<file path="config.mk">
export PLATFORM = sky130hd
export DESIGN_NAME = frog_key_conditioner
export DESIGN_NICKNAME = d
export VERILOG_FILES = /design/src/rtl/frogger_pkg.sv /design/src/rtl/frame_tick_sync.sv /design/src/rtl/frog_key_conditioner.sv
export SDC_FILE = /design/constraint.sdc
export NUM_CORES = 1
export LEC_CHECK = 0
export ABC_AREA = 1
export CAP_MARGIN = 15
export CORE_MARGIN = 2
export CORE_UTILIZATION = 49
export DETAILED_ROUTE_END_ITERATION = 12
export GPL_TIMING_DRIVEN = 0
export PLACE_DENSITY_LB_ADDON = 0.1
export SYNTH_ARGS = -nofsm -noshare
export SYNTH_HDL_FRONTEND = slang
export SYNTH_HIERARCHICAL = 1
export SYNTH_SLANG_ARGS = --single-unit
</file>
<file path="constraint.sdc">
create_clock -name Clk -period 1.8 [get_ports Clk]
set_input_delay 0.45 -clock Clk [delete_from_list [all_inputs] [get_ports Clk]]
set_output_delay 0.45 -clock Clk [all_outputs]
set_load 0.005 [all_outputs]
</file>
<file path="src/rtl/frogger_pkg.sv">
`default_nettype none
// frogger_pkg: shared direction/state types and USB keycodes for the frog key path.
package frogger_pkg;

    typedef enum logic [2:0] {
        DIR_NONE,
        DIR_UP,
        DIR_DOWN,
        DIR_LEFT,
        DIR_RIGHT
    } dir_t;

    typedef enum logic [1:0] {
        IDLE,
        DELAY,
        REPEAT,
        LOCKOUT
    } kc_state_t;

    localparam logic [15:0] KC_UP    = 16'h0052;
    localparam logic [15:0] KC_DOWN  = 16'h0051;
    localparam logic [15:0] KC_LEFT  = 16'h0050;
    localparam logic [15:0] KC_RIGHT = 16'h004F;
    localparam logic [15:0] KC_FROG1 = 16'h0059;
    localparam logic [15:0] KC_FROG2 = 16'h005A;
    localparam logic [15:0] KC_FROG3 = 16'h005B;

    function automatic dir_t decode_dir(input logic [15:0] kc);
        dir_t d;
        case (kc)
            KC_UP:    d = DIR_UP;
            KC_DOWN:  d = DIR_DOWN;
            KC_LEFT:  d = DIR_LEFT;
            KC_RIGHT: d = DIR_RIGHT;
            default:  d = DIR_NONE;
        endcase
        return d;
    endfunction

    // Strobe vector order is {up, down, left, right}.
    function automatic logic [3:0] dir_onehot(input dir_t d);
        logic [3:0] v;
        case (d)
            DIR_UP:    v = 4'b1000;
            DIR_DOWN:  v = 4'b0100;
            DIR_LEFT:  v = 4'b0010;
            DIR_RIGHT: v = 4'b0001;
            default:   v = 4'b0000;
        endcase
        return v;
    endfunction

endpackage
`default_nettype wire

</file>
<file path="src/rtl/frame_tick_sync.sv">
`default_nettype none
// frame_tick_sync: 2-flop synchroniser plus delay flop; one-clock pulse per rising edge.
module frame_tick_sync (
    input  logic clk,
    input  logic rst_n,
    input  logic async_level,
    output logic tick
);

    logic meta;
    logic sync;
    logic delayed;

    always_ff @(posedge clk or negedge rst_n) begin
        if (!rst_n) begin
            meta    <= 1'b0;
            sync    <= 1'b0;
            delayed <= 1'b0;
        end else begin
            meta    <= async_level;
            sync    <= meta;
            delayed <= sync;
        end
    end

    assign tick = sync & ~delayed;

endmodule
`default_nettype wire

</file>
<file path="src/rtl/frog_key_conditioner.sv">
`default_nettype none
// frog_key_conditioner: turns the raw keycode level into frame-aligned, auto-repeating
// move strobes, latches the frog selection and locks out movement while frozen.
module frog_key_conditioner
    import frogger_pkg::*;
#(
    parameter int unsigned REPEAT_DELAY = 20,
    parameter int unsigned REPEAT_RATE  = 8
) (
    input  logic        Clk,
    input  logic        Reset_n,
    input  logic [15:0] keycode,
    input  logic        frame_clk,
    input  logic        freeze,
    output logic        up,
    output logic        down,
    output logic        left,
    output logic        right,
    output logic [1:0]  frog_sel,
    output logic        frame_tick
);

    localparam logic [5:0] DELAY_LIMIT = 6'(REPEAT_DELAY);
    localparam logic [5:0] RATE_LIMIT  = 6'(REPEAT_RATE);

    logic [15:0] kc_q;
    dir_t        dir;
    kc_state_t   state, next_state;
    dir_t        held_dir, next_held;
    logic [5:0]  cnt, next_cnt;
    logic [3:0]  strobe, next_strobe;

    frame_tick_sync u_tick (
        .clk         (Clk),
        .rst_n       (Reset_n),
        .async_level (frame_clk),
        .tick        (frame_tick)
    );

    always_ff @(posedge Clk or negedge Reset_n) begin
        if (!Reset_n) begin
            kc_q     <= '0;
            frog_sel <= 2'd0;
        end else begin
            kc_q <= keycode;
            case (kc_q)
                KC_FROG1: frog_sel <= 2'd1;
                KC_FROG2: frog_sel <= 2'd2;
                KC_FROG3: frog_sel <= 2'd3;
                default:  frog_sel <= frog_sel;
            endcase
        end
    end

    assign dir = decode_dir(kc_q);

    // Any direct key change restarts the delay as a fresh press.
    always_comb begin
        next_state  = state;
        next_held   = held_dir;
        next_cnt    = cnt;
        next_strobe = 4'b0000;
        if (freeze) begin
            next_state = LOCKOUT;
            next_cnt   = 6'd0;
        end else begin
            case (state)
                LOCKOUT: begin
                    if (dir == DIR_NONE) begin
                        next_state = IDLE;
                    end
                end
                IDLE: begin
                    if (dir != DIR_NONE) begin
                        next_state  = DELAY;
                        next_held   = dir;
                        next_cnt    = 6'd1;
                        next_strobe = dir_onehot(dir);
                    end
                end
                DELAY, REPEAT: begin
                    if (dir == DIR_NONE) begin
                        next_state = IDLE;
                        next_cnt   = 6'd0;
                    end else if (dir != held_dir) begin
                        next_state  = DELAY;
                        next_held   = dir;
                        next_cnt    = 6'd1;
                        next_strobe = dir_onehot(dir);
                    end else if (cnt == ((state == DELAY) ? DELAY_LIMIT : RATE_LIMIT)) begin
                        next_state  = REPEAT;
                        next_cnt    = 6'd1;
                        next_strobe = dir_onehot(dir);
                    end else begin
                        next_cnt = cnt + 6'd1;
                    end
                end
            endcase
        end
    end

    always_ff @(posedge Clk or negedge Reset_n) begin
        if (!Reset_n) begin
            state    <= IDLE;
            held_dir <= DIR_NONE;
            cnt      <= 6'd0;
            strobe   <= 4'b0000;
        end else if (frame_tick) begin
            state    <= next_state;
            held_dir <= next_held;
            cnt      <= next_cnt;
            strobe   <= next_strobe;
        end
    end

    assign {up, down, left, right} = strobe;

endmodule
`default_nettype wire

</file>
Word level (Yosys, flattened, before mapping)
Cells that the tools add are included.
Operators by class
  equal/unequal tests: 22
  reductions and logical operators: 10
  mux-type cells: 27
  bitwise gates (word level): 3
  $add $sub $neg: 1
Operators by type and width (number)
  $eq A16 B7 Y1 const B: 7
  $mux W6: 5
  $mux W4: 5
  $pmux W4 S4: 1
  $mux W2: 6
  $pmux W2 S3: 2
  $pmux W3 S4: 1
  $pmux W6 S2: 1
  $mux W3: 3
  $reduce_bool A3 Y1: 3
  $pmux W4 S2: 1
  $add A6 B1 Y6 const B: 1
  $eq A3 B2 Y1 const B: 2
  $eq A6 B5 Y1: 1
  $ne A2 B2 Y1 const B: 3
  $ne A3 B3 Y1 const B: 2
  $pmux W3 S2: 1
  $reduce_and A6 Y1: 1
  $mux W5: 1
  $ne A5 B5 Y1 const B: 1
  $eq A2 B2 Y1 const B: 2
  $reduce_and A4 Y1: 1
  $eq A3 B1 Y1 const B: 1
  $eq A3 B3 Y1 const B: 1
  9 further kinds: 10
Storage, ports and cells
  flip-flop bits (word level): 36
  input port bits: 20

Logic depth before layout (Yosys ltp)
Gate-level depths: netlist of run 1.
  depth after elaboration: 9
  mapped depth: 15

Hierarchy
Netlist of run 1, hierarchy kept.
Modules (own cells, without submodules)
  frog_key_conditioner: instances 1, sequential area each 825.8 sq um, area an instance 1826.8 sq um, cells an instance 224
  frame_tick_sync: instances 1, sequential area each 75.1 sq um, area an instance 85.1 sq um, cells an instance 5

Least setup slack after synthesis of run 1
No wires, ideal clock.
  path type: register to register
  start point: register kc_q[15]
  end point: register held_dir[2]
  data required time: 1.676 ns
  slack: 0.242 ns
  arrival time: 1.434 ns
  stages on the path, launching flop included: 14
  clock period less this slack: 1.558 ns
  cells stage by stage: dfrtp_1 nor2_1 nand2_1 nor2_4 buf_6 nand3b_2 nand2_2 inv_2 nand3_4 nand2_2 nand2_2 nand3_2 nand2_1 o21ai_1
Between the ends
  longest elaborated chain between the ends: 5
  elaborated cells between the ends (all ways): 16
  those cells by class: eq/ne: 8; mux: 5; reduce/logical: 3
RTL lines
  from (decl): RTL line frog_key_conditioner.sv:26  | logic [15:0] kc_q;
  from (signal assigned): RTL line frog_key_conditioner.sv:45  | kc_q <= keycode;
  $eq A16 B7 Y1: RTL line frogger_pkg.sv:30  | case (kc)
  $pmux W3 S4 *: RTL line frogger_pkg.sv:30
  $ne A3 B3 Y1 (tied with other cells): RTL line frog_key_conditioner.sv:85  | end else if (dir != held_dir) begin
  $ne A2 B2 Y1 (no line) or $mux W3 (tied branches)
  $reduce_and A6 Y1 (no line) or $pmux W3 S2 (tied branches)
  to (signal assigned): RTL line frog_key_conditioner.sv:110  | held_dir <= next_held;
  to (decl): RTL line frog_key_conditioner.sv:29  | dir_t held_dir, next_held;
Mark *: on every way between the ends. The rest lies on a longest branch, timed or not. The select of a mux whose other input is x is not followed.
A chain may end at the register's enable or synchronous reset.

Worst setup path after layout of run 1
  start point: input freeze
  end point: register strobe[2]
Between the ends
  longest elaborated chain between the ends: 1
RTL lines
  from (decl): RTL line frog_key_conditioner.sv:14  | input logic freeze,
  $mux W4: RTL line frog_key_conditioner.sv:63  | if (freeze) begin
  to (signal assigned): RTL line frog_key_conditioner.sv:112  | strobe <= next_strobe;
  to (decl): RTL line frog_key_conditioner.sv:31  | logic [3:0] strobe, next_strobe;
No other way between the ends.

==> reports/qor.csv, run 1 <==
stage,metric,value,unit
floorplanning,dieArea,4420,µm²
global_routing,grtUsageTotal,0.185,
drt,viasPerCell,5.00,
sta,drv_slew,0,
synth,yosysMostFrequentCell,nand2_1,
sta,worst_pin_slew,0.752,ns
drt,totalWireLength,3920,µm
sta,period_needed,1.89,ns
synth,synth_area_leaders,"dfrtp_1 (47%), nand2_1 (11%), inv_1 (6.3%)",
setup_path,r2r_cells,6,
run_status,violations,negative setup slack,
placement,place_congestion,0.839,
synth,syn_area,1910,µm²
power,vdd_drop_max,0.597,mV
power,switchingPower,0.597,mW
synth,yosysTopAreaCellShare,0.471,
layout,layout.nets,298,
drt,vias,1605,
sta,clock_skew,0.00618,ns
sta,layout_setup_ws,-0.0913,ns
setup_path,r2r_slack,-0.05,ns
layout,syn_to_final_growth,33.6,%
setup_path,critPathArrivalTime,2.12,ns
layout,layout-drive-gt1-share,0.249,
drt,first_pass_iters,6,
job,cap_violations,0,
synth,yosys_warnings,6,
synth,synth_cell_type_count,24,
synth,synthArstFlopShare,1.00,
floorplanning,core,3720,µm²
floorplanning,io_pins,27,
drt,ant_nets,0,
layout,fin_area,2550,µm²
clock_tree,clkTransAtPathRegs,0.08,ns
drt,drt_iter0_markers,99,
run_status,outcome,"complete, but fails checks",
power,pwr-share-seq,0.446,
clock_tree,cts_htree_levels,2,
global_routing,grt_max_degree,37,
placement,place_area,2230,µm²
power,power_density,792,nW/µm²
power,p_leak,1.24,nW
global_routing,grt_pass1_wl,6080,µm
synth,synth_edf_count,0,
sta,setup_violations,4,
floorplanning,die_h,66.5,µm
synth,netlist.top_cell.by_area,dfrtp_1,
sta,hold_viol,0,
synth,yosys-top-cells-count,"nand2_1 (57), dfrtp_1 (36), inv_1 (32)",
power,internal_power,1.43,mW
setup_path,path_class,in2reg,
global_routing,grt_pass1_vias,1393,
synth,syn_inst,229,
synth,syn-num-nets,255,
synth,seq_area_frac_synth,0.471,
synth,syn_avg_cell_area,8.35,µm²
clock_tree,cts.sinks,36,
clock_tree,cts_buffers,5,
clock_tree,clock-root-buffer,clkbuf_8,
layout,diodes,0,
setup_path,cp-start-kind,input pin,
floorplanning,die-width,66.5,µm
power,swShare,0.295,
clock_tree,cts_tree,done,
sta,max_freq,0.529,GHz
power,pwr-share-comb,0.196,
sta,period_share,1.05,
floorplanning,initial_core_util,0.514,
global_routing,grt_antenna_before_repair,0,
setup_path,crit_required,2.03,ns
power,p_clk_frac,0.357,
synth,synth.ff_latch_count,36,
clock_tree,cts.path.max_buffers,2,
sta,rsz0062_at_grt,yes,
drt,drc,0,
clock_tree,cts_hold_buf,0,
synth,synth_ff_type,dfrtp_1,
floorplanning,num_rows,22,
global_routing,gr-total-overflow,0,
placement,hpwl,2620,µm
sta,timing.slew.headroom,0.499,
setup_path,cp-end-kind,flop,
drt,wire_per_inst,12.2,µm
placement,portBuffers,26,
sta,setup_tns,-0.234,ns
min_path,hold_path_class,in2async,
clock_tree,insertion_delay,0.29,ns
setup_path,worst-path-max-fanout,4,
## critical path, cell delays in order
cell and delay, ns:
clkdlybuf4s50_1 0.50, nor3_1 0.55, nand4_1 0.25, nor2_1 0.19
nand3_1 0.11, nand2_1 0.07
## layout make-up
type / instances / area, µm²
inverters: 36 / 135
repair buffers: 36 / 340
plain buffers: 1 / 11.3
flip-flops and latches: 36 / 901
clock buffers: 5 / 68.8
clock inverters: 3 / 46.3
fillers: 284 / 1160
multi-input cells: 156 / 992
well taps: 48 / 60.1
## through the flow
stage / hold WS (ns) / worst slack [ns] / cells / util / total power [mW]
after floorplan: 0.154 / 0.242 / 229 / - / 1.14
after global placement: 0.354 / -0.499 / 303 / 0.601 / 1.26
after detailed placement: 0.337 / -0.126 / 303 / 0.599 / 1.26
after CTS: 0.249 / 0.0154 / 311 / 0.631 / 1.99
after global routing: 0.282 / -0.214 / 321 / 0.688 / 2.15
final: 0.218 / -0.0913 / 321 / 0.688 / 2.02
## timing repair
action	4_1_cts	5_1_grt
gates resized for setup	1	32
setup endpoints to repair	1	16
buffers inserted	0	10
pin swaps	0	22
## cells by family after synthesis
group	after synthesis	synth area share
XOR/XNOR	2	0.00916
AO/OA/AOI/OAI	16	0.0478
flip-flops	36	0.471
buffers and inverters	37	0.0766
adder cells (fa/ha/maj)	6	0.0393
AND/OR/NAND/NOR	132	0.356
## placed cells by master, fill, tap and decap left out, types with 2 or more instances in the layout
cell             Yosys  layout
nand2_1             57      49
nand3b_1             4       4
nand3_1             16      12
nand2_4              0       3
ha_1                 6       6
o21ai_1              9       8
dfrtp_1             36      36
inv_2                4       4
nand3_2              4       5
nor2_1              19      16
clkdlybuf4s50_1      0      24
nor3_1               6       6
nor2_4               6       8
nor2_2               6       7
nand4_1              4       4
o21ai_4              0       2
inv_1               32      32
nand3_4              1       4
o21ai_0              3       3
buf_6                1       3
buf_4                0       8
xor2_1               2       2
clkbuf_8             0       5
nand2_2              7      11
## power groups by stage
stage          registers (mW)  logic [mW]  clock network [mW]
4_1_cts                 0.901       0.345               0.742
5_1_grt                 0.911       0.443               0.794
3_5_place_dp            0.918       0.340                   0
3_3_place_gp            0.917       0.339                   0
6_report                0.903       0.397               0.723
2_1_floorplan           0.908       0.234                   0
## per-layer routing
layer / vias up / global-route usage / share of wire
li1: 811 / - / -
met1: 747 / 0.257 / 0.47
met2: 40 / 0.275 / 0.47
met3: 7 / 0.0422 / 0.052
met4: 0 / 0.0842 / 0.017
met5: - / 0 / 0
## registers in the layout (all words and copies together), names as in the netlist
name and count:
u_tick/delayed 1, held_dir 3, u_tick/meta 1, state 2, cnt 6, frog_sel 2, kc_q 16, u_tick/sync 1
strobe 4
## final timing paths
| path | from | end |
|---|---|---|
| worst max-delay path | freeze | strobe[2] |
| worst min-delay path | Reset_n | cnt[3] |
| worst max register to register | state[0] | strobe[2] |
| worst min register to register | u_tick/meta | u_tick/sync |
| max in group asynchronous | Reset_n | state[0] |
| min in group Clk | u_tick/meta | u_tick/sync |
No activity file was read; power rests on OpenSTA's default activity.
==> run 2, diff against run 1 <==
Settings changed: CORE_MARGIN 2 to 1.5, GPL_TIMING_DRIVEN 0 to unset.
==> run 2 against run 1 <==
The run still ends with negative setup slack left. Largest cell class unchanged. Sequential share of layout area down 0.89 points. Maximum frequency up 1.2%. Worst setup slack improved by 0.023 ns. Via count up 2.9%. Global-route usage increased by 1.2 points. Combinational power grew 9.8%. Clock-buffer cell count unchanged. First-iteration DRC count is 51% higher.
==> reports/qor.csv, run 2 (synthesis gave the netlist of run 1 again) <==
stage,metric,value,unit
min_path,hold_path_class,reg2reg,
setup_path,regToRegStartpoint,kc_q[8],
layout,top_regs,"kc_q (16), cnt (6), strobe (4)",
layout,fin_area,2620,µm²
setup_path,critical_path_buf_inv_count,1,
layout,layout.cells.most_common,nand2_1,
setup_path,worst_path_most_repeated_cell,nor2_4,
sta,worst_pin_slew,0.267,ns
sta,drv_slew,0,
placement,place_area,2320,µm²
clock_tree,cts.sinks,36,
placement,place_inst,313,
layout,layout.nets,304,
setup_path,crit_chain,nor2_1 -> nand2_1 -> nor2_4 -> buf_4 -> nand3_4 -> nand4_1 -> nor2_2 -> nor2_4 -> o21ai_4 -> o21a_1,
layout,layout-drive-gt1-share,0.258,
sta,hold_viol,0,
setup_path,reg2reg_to,cnt[4],
layout,final_cells,327,
placement,hpwl,2790,µm
global_routing,grtUsageTotal,0.198,
floorplanning,io_pins,27,
drt,wire_per_inst,13.2,µm
floorplanning,num_rows,22,
floorplanning,core,3720,µm²
setup_path,cp-start-kind,flop,
min_path,hold_start,u_tick/meta,
setup_path,crit_required,1.98,ns
power,vdd_drop_max,0.604,mV
clock_tree,clkTransAtPathRegs,0.08,ns
sta,timing.slew.headroom,0.821,
floorplanning,die_h,65.5,µm
global_routing,grt_pass1_wl,6350,µm
setup_path,worst-path-max-fanout,5,
min_path,min_to,u_tick/sync,
setup_path,r2r_cells,10,
layout,diodes,0,
sta,period_needed,1.87,ns
sta,max_freq,0.535,GHz
layout,final_cell_mix,"nand2_1 (51), dfrtp_1 (36), inv_1 (31), clkdlybuf4s50_1 (25), nor2_1 (18)",
min_path,hold_depth,0,
power,power_density,793,nW/µm²
global_routing,grt_max_degree,37,
layout,largest_reg_flops,16,
global_routing,grt_pass1_vias,1414,
sta,setup_tns,-0.116,ns
clock_tree,insertion_delay,0.29,ns
placement,place_congestion,0.877,
drt,ant_nets,0,
global_routing,gr-total-overflow,0,
drt,vias,1651,
setup_path,r2r_slack,-0.07,ns
layout,top_register,kc_q,
drt,first_pass_iters,6,
setup_path,path_delay_family,simple AND/OR/NAND/NOR gates,
sta,rsz0062_at_grt,yes,
drt,drt_iter0_markers,149,
floorplanning,die-width,65.5,µm
setup_path,cp-end-kind,flop,
drt,viasPerCell,5.05,
sta,period_share,1.04,
run_status,violations,negative setup slack,
setup_path,critPathArrivalTime,2.04,ns
run_status,outcome,"complete, but fails checks",
placement,portBuffers,26,
floorplanning,initial_core_util,0.514,
global_routing,grt_antenna_before_repair,0,
clock_tree,cts_htree_levels,2,
job,cap_violations,0,
clock_tree,cts_tree,done,
clock_tree,cts.path.max_buffers,2,
clock_tree,cts_buffers,5,
power,p_leak,1.27,nW
drt,drc,0,
setup_path,cp_slowest_cell,dfrtp_1,
floorplanning,dieArea,4290,µm²
setup_path,path_class,reg2reg,
clock_tree,clock-root-buffer,clkbuf_8,
sta,clock_skew,0.0118,ns
layout,syn_to_final_growth,37.1,%
power,total_power,2.08,mW
setup_path,cp_slowest_stage_delay,0.36,ns
drt,totalWireLength,4330,µm
sta,setup_violations,5,
sta,layout_setup_ws,-0.0687,ns
==> run 2: changes by cell type in the layout (fill, tap and decap cells not counted), sizes merged <==
cell | before | now
buf | 12 | 16
clkdlybuf4s50 | 24 | 25
o21ai | 14 | 15
==> run 2: per-layer routing <==
metal / part of all wire / routed length (µm) / global-route usage / vias up
li1: - / - / - / 817
met3: 0.050 / 215 / 0.0548 / 9
met5: 0 / 0 / 0 / -
met1: 0.46 / 1980 / 0.273 / 782
met2: 0.48 / 2080 / 0.301 / 43
met4: 0.010 / 44 / 0.0625 / 0
==> run 2: area by class of cell <==
class | instances | area, µm²
well taps | 48 | 60.1
flip-flops and latches | 36 | 901
fillers | 291 | 1090
multi-input cells | 157 | 1010
clock inverters | 3 | 46.3
clock buffers | 5 | 68.8
inverters | 36 | 135
repair buffers | 42 | 403
==> run 2: worst max-delay path by stage <==
stage | cells past startpoint | start | endpoint | slack [ns]
after CTS | 12 | kc_q[15] | cnt[3] | 0.03
after global routing | 13 | kc_q[10] | state[1] | -0.16
after global placement | 7 | freeze | cnt[3] | 0.01
after detailed placement | 6 | freeze | cnt[4] | -0.04
after floorplan | 13 | kc_q[15] | held_dir[2] | 0.24
final | 10 | kc_q[8] | cnt[4] | -0.07
==> run 2: worst register-to-register path: stages (launching register included) <==
cell and delay [ns]:
dfrtp_1 0.36, nor2_1 0.10, nand2_1 0.09, nor2_4 0.19
buf_4 0.17, nand3_4 0.10, nand4_1 0.18, nor2_2 0.08
nor2_4 0.17, o21ai_4 0.12, o21a_1 0.20
==> run 2: metrics by stage <==
stage	setup slack, ns	hold WS [ns]	utilization
after global placement	0.0148	0.334	0.623
after global routing	-0.159	0.363	0.705
after detailed placement	-0.0360	0.343	0.623
after CTS	0.0283	0.361	0.654
after floorplan	0.242	0.154	-
final	-0.0687	0.358	0.705
==> run 2: what timing repair did <==
action	CTS	global route
buffers inserted	0	5
gates resized for setup	0	32
hold buffers	0	0
endpoints found under the setup margin	0	16
==> run 2: report_power, final <==
group,internal (mW),switching [mW],total (mW)
Sequential,0.859,0.0453,0.904
Combinational,0.172,0.264,0.436
Clock,0.417,0.321,0.738
